===== config.mk =====
export PLATFORM = sky130hd
export DESIGN_NAME = diff_sinal_gen_flat
export DESIGN_NICKNAME = d
export VERILOG_FILES = /design/src/rtl/diff_sinal_gen_if.sv /design/src/rtl/diff_sinal_gen.sv /design/src/flat_wrapper.sv
export SDC_FILE = /design/constraint.sdc
export NUM_CORES = 1
export LEC_CHECK = 0
export BUFFER_PORTS_ARGS = -buffer_cell sky130_fd_sc_hd__buf_2
export CAP_MARGIN = 25
export CORE_AREA = 2 2 61 63
export DETAILED_ROUTE_END_ITERATION = 12
export DIE_AREA = 0 0 63 65
export GPL_ROUTABILITY_DRIVEN = 0
export HOLD_SLACK_MARGIN = 0.1
export SLEW_MARGIN = 10
export SYNTH_ARGS = -nofsm -noshare
export SYNTH_HDL_FRONTEND = slang
export SYNTH_SLANG_ARGS = --single-unit

===== constraint.sdc =====
create_clock -name clk -period 5.4 [get_ports clk]
set_input_delay 0.54 -clock clk [delete_from_list [all_inputs] [get_ports clk]]
set_output_delay 0.54 -clock clk [all_outputs]
set_load 0.01 [all_outputs]

===== src/rtl/diff_sinal_gen_if.sv =====
// Bundle between the board switches/buttons and diff_sinal_gen, plus the
// status lines read by the 7-segment display and the FSM debug tap.
interface diff_sinal_gen_if;
  logic       btn_target;
  logic       btn_guess;
  logic [3:0] value;
  // There is no back-pressure: valid=1 means diff/sinal hold the result of the
  // most recent accepted guess, and they stay put until the next accepted
  // guess or target load. The display samples them whenever it likes.
  logic [3:0] diff;
  logic       sinal;
  logic       valid;
  logic       match;
  logic [3:0] attempts;
  logic       locked;
  logic [2:0] state_dbg;

  modport master (
    output btn_target, btn_guess, value,
    input  diff, sinal, valid, match, attempts, locked, state_dbg
  );

  modport slave (
    input  btn_target, btn_guess, value,
    output diff, sinal, valid, match, attempts, locked, state_dbg
  );
endinterface


===== src/rtl/diff_sinal_gen.sv =====
// Guess-the-number core: loads a target, scores guesses as |guess-target| and sign.
// Optional attempt lockout is compiled in with `define DIFF_SINAL_LOCK_EN.
module diff_sinal_gen #(
    parameter int MAX_ATTEMPTS = 7
) (
    input logic             clk,
    input logic             reset,
    diff_sinal_gen_if.slave bus
);

    if (MAX_ATTEMPTS < 1 || MAX_ATTEMPTS > 15) begin : g_bad_max_attempts
        $error("diff_sinal_gen: MAX_ATTEMPTS must be in 1..15");
    end

    typedef enum logic [2:0] {
        IDLE   = 3'd0,
        ARMED  = 3'd1,
        RESULT = 3'd2,
        WIN    = 3'd3
`ifdef DIFF_SINAL_LOCK_EN
        ,
        LOCK   = 3'd4
`endif
    } state_t;

`ifdef DIFF_SINAL_LOCK_EN
    localparam logic [3:0] ATT_LIMIT = 4'(MAX_ATTEMPTS);
`endif

    // [0] and [1] are the synchronizer, [2] is the edge-detect delay flop.
    logic [2:0] tgt_sync;
    logic [2:0] gss_sync;
    logic       tgt_ev;
    logic       gss_ev;

    state_t     state_q, state_d;
    logic [3:0] target_q, target_d;
    logic [3:0] diff_q, diff_d;
    logic       sinal_q, sinal_d;
    logic       valid_q, valid_d;
    logic       match_q, match_d;
    logic [3:0] attempts_q, attempts_d;
    logic       locked_q, locked_d;
    logic [3:0] attempts_inc;

    always_ff @(posedge clk or posedge reset) begin
        if (reset) begin
            tgt_sync <= '0;
            gss_sync <= '0;
            tgt_ev   <= 1'b0;
            gss_ev   <= 1'b0;
        end else begin
            tgt_sync <= {tgt_sync[1:0], bus.btn_target};
            gss_sync <= {gss_sync[1:0], bus.btn_guess};
            tgt_ev   <= tgt_sync[1] & ~tgt_sync[2];
            gss_ev   <= gss_sync[1] & ~gss_sync[2];
        end
    end

    always_ff @(posedge clk or posedge reset) begin
        if (reset) begin
            state_q    <= IDLE;
            target_q   <= '0;
            diff_q     <= '0;
            sinal_q    <= 1'b0;
            valid_q    <= 1'b0;
            match_q    <= 1'b0;
            attempts_q <= '0;
            locked_q   <= 1'b0;
        end else begin
            state_q    <= state_d;
            target_q   <= target_d;
            diff_q     <= diff_d;
            sinal_q    <= sinal_d;
            valid_q    <= valid_d;
            match_q    <= match_d;
            attempts_q <= attempts_d;
            locked_q   <= locked_d;
        end
    end

`ifdef DIFF_SINAL_LOCK_EN
    // attempts stays below ATT_LIMIT outside LOCK, so the increment cannot wrap.
    assign attempts_inc = attempts_q + 4'd1;
`else
    assign attempts_inc = (attempts_q == 4'hF) ? 4'hF : attempts_q + 4'd1;
`endif

    always_comb begin
        state_d    = state_q;
        target_d   = target_q;
        diff_d     = diff_q;
        sinal_d    = sinal_q;
        valid_d    = valid_q;
        match_d    = match_q;
        attempts_d = attempts_q;
        locked_d   = locked_q;

        if (tgt_ev) begin
            // A target load wins over a guess arriving in the same cycle.
            state_d    = ARMED;
            target_d   = bus.value;
            diff_d     = '0;
            sinal_d    = 1'b0;
            valid_d    = 1'b0;
            match_d    = 1'b0;
            attempts_d = '0;
            locked_d   = 1'b0;
        end else if (gss_ev && (state_q == ARMED || state_q == RESULT)) begin
            valid_d = 1'b1;
            if (bus.value == target_q) begin
                state_d = WIN;
                diff_d  = '0;
                sinal_d = 1'b0;
                match_d = 1'b1;
            end else begin
                state_d    = RESULT;
                match_d    = 1'b0;
                sinal_d    = (bus.value < target_q);
                diff_d     = (bus.value < target_q)
                           ? 4'({1'b0, target_q} - {1'b0, bus.value})
                           : 4'({1'b0, bus.value} - {1'b0, target_q});
                attempts_d = attempts_inc;
`ifdef DIFF_SINAL_LOCK_EN
                if (attempts_inc == ATT_LIMIT) begin
                    state_d  = LOCK;
                    locked_d = 1'b1;
                end
`endif
            end
        end else if (!(state_q inside {IDLE, ARMED, RESULT, WIN
`ifdef DIFF_SINAL_LOCK_EN
                                      , LOCK
`endif
                                      })) begin
            state_d = IDLE;
        end
    end

    assign bus.diff      = diff_q;
    assign bus.sinal     = sinal_q;
    assign bus.valid     = valid_q;
    assign bus.match     = match_q;
    assign bus.attempts  = attempts_q;
    assign bus.locked    = locked_q;
    assign bus.state_dbg = state_q;

endmodule

===== src/flat_wrapper.sv =====
// flat-port wrapper written by rule: the top's interface ports become plain ports
module diff_sinal_gen_flat 
#(
    parameter int MAX_ATTEMPTS = 7
)
  (clk, reset, bus_btn_target, bus_btn_guess, bus_value, bus_diff, bus_sinal, bus_valid, bus_match, bus_attempts, bus_locked, bus_state_dbg);
  diff_sinal_gen_if bus_i ();
  input logic clk;
  input logic reset;
  input wire logic [$bits(bus_i.btn_target)-1:0] bus_btn_target;
  input wire logic [$bits(bus_i.btn_guess)-1:0] bus_btn_guess;
  input wire logic [$bits(bus_i.value)-1:0] bus_value;
  output wire logic [$bits(bus_i.diff)-1:0] bus_diff;
  output wire logic [$bits(bus_i.sinal)-1:0] bus_sinal;
  output wire logic [$bits(bus_i.valid)-1:0] bus_valid;
  output wire logic [$bits(bus_i.match)-1:0] bus_match;
  output wire logic [$bits(bus_i.attempts)-1:0] bus_attempts;
  output wire logic [$bits(bus_i.locked)-1:0] bus_locked;
  output wire logic [$bits(bus_i.state_dbg)-1:0] bus_state_dbg;
  assign bus_i.btn_target = bus_btn_target;
  assign bus_i.btn_guess = bus_btn_guess;
  assign bus_i.value = bus_value;
  assign bus_diff = bus_i.diff;
  assign bus_sinal = bus_i.sinal;
  assign bus_valid = bus_i.valid;
  assign bus_match = bus_i.match;
  assign bus_attempts = bus_i.attempts;
  assign bus_locked = bus_i.locked;
  assign bus_state_dbg = bus_i.state_dbg;
  diff_sinal_gen #(.MAX_ATTEMPTS(MAX_ATTEMPTS)) u_core (.clk(clk), .reset(reset), .bus(bus_i));
endmodule

==> results.md <==
- Status: complete, no violations
- H-tree depth: 1
- Seq cells post-synth: 25
- Clock root cell: clkbuf_4
- Post-synth ARST share: 100.0%
- Mapped Cells: 130
- HP Class: input port to async pin
- Sequential share of the synthesized area: about 48%
- Die area: between 0.004 and 0.005 mm²
- DR pass1 iterations: 4
- Setup Buffers After CTS: 0
- Die Wd: ~63 µm
- Mean routed wirelength per cell: about 12 µm
- Most common cell after layout, fill and taps aside: dfrtp_1
- Most frequent cells in the layout: 25 x dfrtp_1, 20 x buf_2, 16 x inv_1
- Finished Cell Area: between 0.001 and 0.0015 mm²
- Period utilization: a little over a third
- Layout area overhead: 12.98%
- Met1 GRT Util: 15.93%
- Synth cell types: 33
- Final net count: about 170
- Required time of the critical path: about 5.7 ns
- Met2 GRT Util: between 20% and 30%
- Startpoint Class: flop
- Synth Cell Area: between 0.001 and 0.0015 mm²
- Grt ovf: 0
- Setup CP Type: flop to flop
- Crit path capture type: flop
- Int Pwr: roughly 0.33 mW
- Port Buffer Count: 20
- Gate power share: around a third
- CP arrival: 2.24 ns
- Initial DRC Count: 33
- Leak: around 0.74 nW
- Reg2reg path depth: 6
- Synth Area per Inst: just over 10 µm²
- Critical-path cell list: inv_1 > ha_1 > nand2_1 > or4b_1 > a311o_1 > o211ai_2
- DRC viols: 0
- Pwr/cell area: 351.1 mW/mm²
- Fillers: roughly 350
- Max incr delay on CP: approximately 0.53 ns
- Sequential share of power: 48.3%
- Clock share of power: around 17%
- Final wirelength: roughly 2.4 mm
- Gr busiest metal: met2
- DP HPWL: 1.759 mm
- GRT met3 Usage: 2.257%
- Net switching power: ~0.19 mW
- Sw Ratio: ~37%
- R2R Path End: u_core.bus.diff[3]
- Peak supply drop: roughly 130 µV
- Post-synth EDFFs: 0
- CTS tree: done
- Critical path peak fanout: 8
- Placed cell areas: around 0.0014 mm²
- Ys flop type: dfrtp_1
- Antenna Nets Post-Route: 0
- Core area: roughly 0.0035 mm²
- Final Hold Vio Count: 0
- Share of cells above drive strength 1: ~17%
- Reg clk slew, reported paths: roughly 0.14 ns
- CTS Sinks: 25
- Vias in the first global route: around 940
- Worst-margin pin slew: 0.5655 ns
- Slowest CP cell: or4b_1
- Total track usage: a little over an eighth
- RSZ-0062 raised after global routing: false
- CTS Buf Count: 3
- PostCTS Resize Cnt: 0
- Design Power: between 0.5 and 0.6 mW
- R2R Path Start: u_core.bus.state_dbg[0]
- F_max: approximately 500 MHz
- Vias/cell: between 4 and 5
- Max Cap Viol: 0
- Synth area leader: dfrtp_1
- Reg2Reg Setup Slack: between 3 and 4 ns
- Slew Limit Fails: 0
- Ports: 23
- # diodes: 0
- Slew margin rel.: between 60% and 70%
- Final min period: just under 2 ns
- Clock Skews: ~0.0045 ns
- Area contributors post-synth: dfrtp_1 48%, ha_1 11%, inv_1 4.6%
- Synth top area share: between 40% and 50%
- Largest net degree at the start of global routing: 26
- Chip Height: roughly 65 µm
- DR vias: 953
- Clk_lat worst skew: roughly 0.33 ns
- Setup tns final: 0 ns
- First-pass GRT wire length: 4.126 mm
- Initial cell density of the core: between 30 and 40%
- Ys Warns: 0
- # hold bufs at CTS: 0
- Final Core Density: roughly 42%
- Initial antenna violation count: 0
- Endpoints failing setup: 0
- Std cell rows: 22
- CTS Buffer Depth: 2
==> power by group through the flow <==
stage                     sequential (mW)  clock [mW]  combinational, mW
after floorplan                     0.264           0              0.114
after detailed placement            0.255           0              0.180
after global placement              0.253           0              0.174
after global routing                0.257       0.102              0.208
after CTS                           0.251      0.0939              0.181
final                               0.251      0.0886              0.180
==> layer usage <==
layer  up-vias  part of all wire, %
li1        475                    -
met4         0                  3.1
met3         7                  2.7
met5         -                    0
met1       450                   50
met2        21                   44
==> stage by stage <==
step / hold WS, ns / std cells / setup slack, ns
floorplan: 0.3312 / 131 / 3.462
global placement: 0.3321 / 193 / 3.279
detailed placement: 0.3379 / 193 / 3.184
CTS: 0.2910 / 197 / 3.407
global route: 0.1812 / 198 / 3.215
finish: 0.1734 / 198 / 3.431
==> synthesized netlist by cell type, drive strengths merged, types with 3 or more instances <==
cell type and instances:
dfrtp 25, a21oi 9, nand3 3, nor2b 3
o21ai 8, ha 12, buf 4, nor2 9
inv 16, nand2 14
==> registers in the layout (all words and copies together) (netlist names) <==
register and flops:
u_core.target_q 4, u_core.tgt_ev 1, u_core.gss_sync 3, u_core.bus.match 1
u_core.bus.diff 4, u_core.tgt_sync 3, u_core.bus.state_dbg 2, u_core.bus.sinal 1
u_core.gss_ev 1, u_core.bus.attempts 4, u_core.bus.valid 1
==> how the worst max path moves through the flow <==
stage | from | end | cells after the start
floorplan | bus_value[2] | u_core.bus.diff[3] | 7
global placement | bus_value[2] | u_core.bus.attempts[2] | 7
detailed placement | bus_value[2] | u_core.bus.attempts[2] | 7
CTS | u_core.bus.state_dbg[0] | u_core.bus.diff[3] | 6
global route | u_core.bus.state_dbg[1] | u_core.bus.attempts[1] | 6
finish | u_core.bus.state_dbg[0] | u_core.bus.diff[3] | 6
==> worst max-delay path, delay by kind of cell (launching register included) <==
family | cells | cell delay (ns)
buffers and inverters | 1 | 0.08
AO/OA/AOI/OAI | 2 | 0.35
flip-flops | 1 | 0.45
adder cells (fa/ha/maj) | 1 | 0.32
AND/OR/NAND/NOR | 2 | 0.72
==> cell families (layout without fill, tap and decap cells) <==
family	Yosys count	in the layout	synth area share, %
AND/OR/NAND/NOR	37	37	13.84
buffers and inverters	22	41	7.538
adder cells (fa/ha/maj)	14	14	14.50
XOR/XNOR	1	1	0.6681
flip-flops	25	25	47.71
other	1	2	0.2860
AO/OA/AOI/OAI	28	28	13.93
multiplexers	2	2	1.527
==> layout make-up <==
cell class / instances / area (µm²) / area share (%)
Clock buffer: 3 / 22.52 / 1.520
Clock inverter: 1 / 7.507 / 0.5068
Tap cell: 48 / 60.06 / 4.054
Multi-Input combinational cell: 84 / 590.6 / 39.86
Inverter: 16 / 60.06 / 4.054
Timing Repair Buffer: 21 / 115.1 / 7.770
Sequential cell: 25 / 625.6 / 42.23
Note: power is estimated with default switching activity, not from simulation.
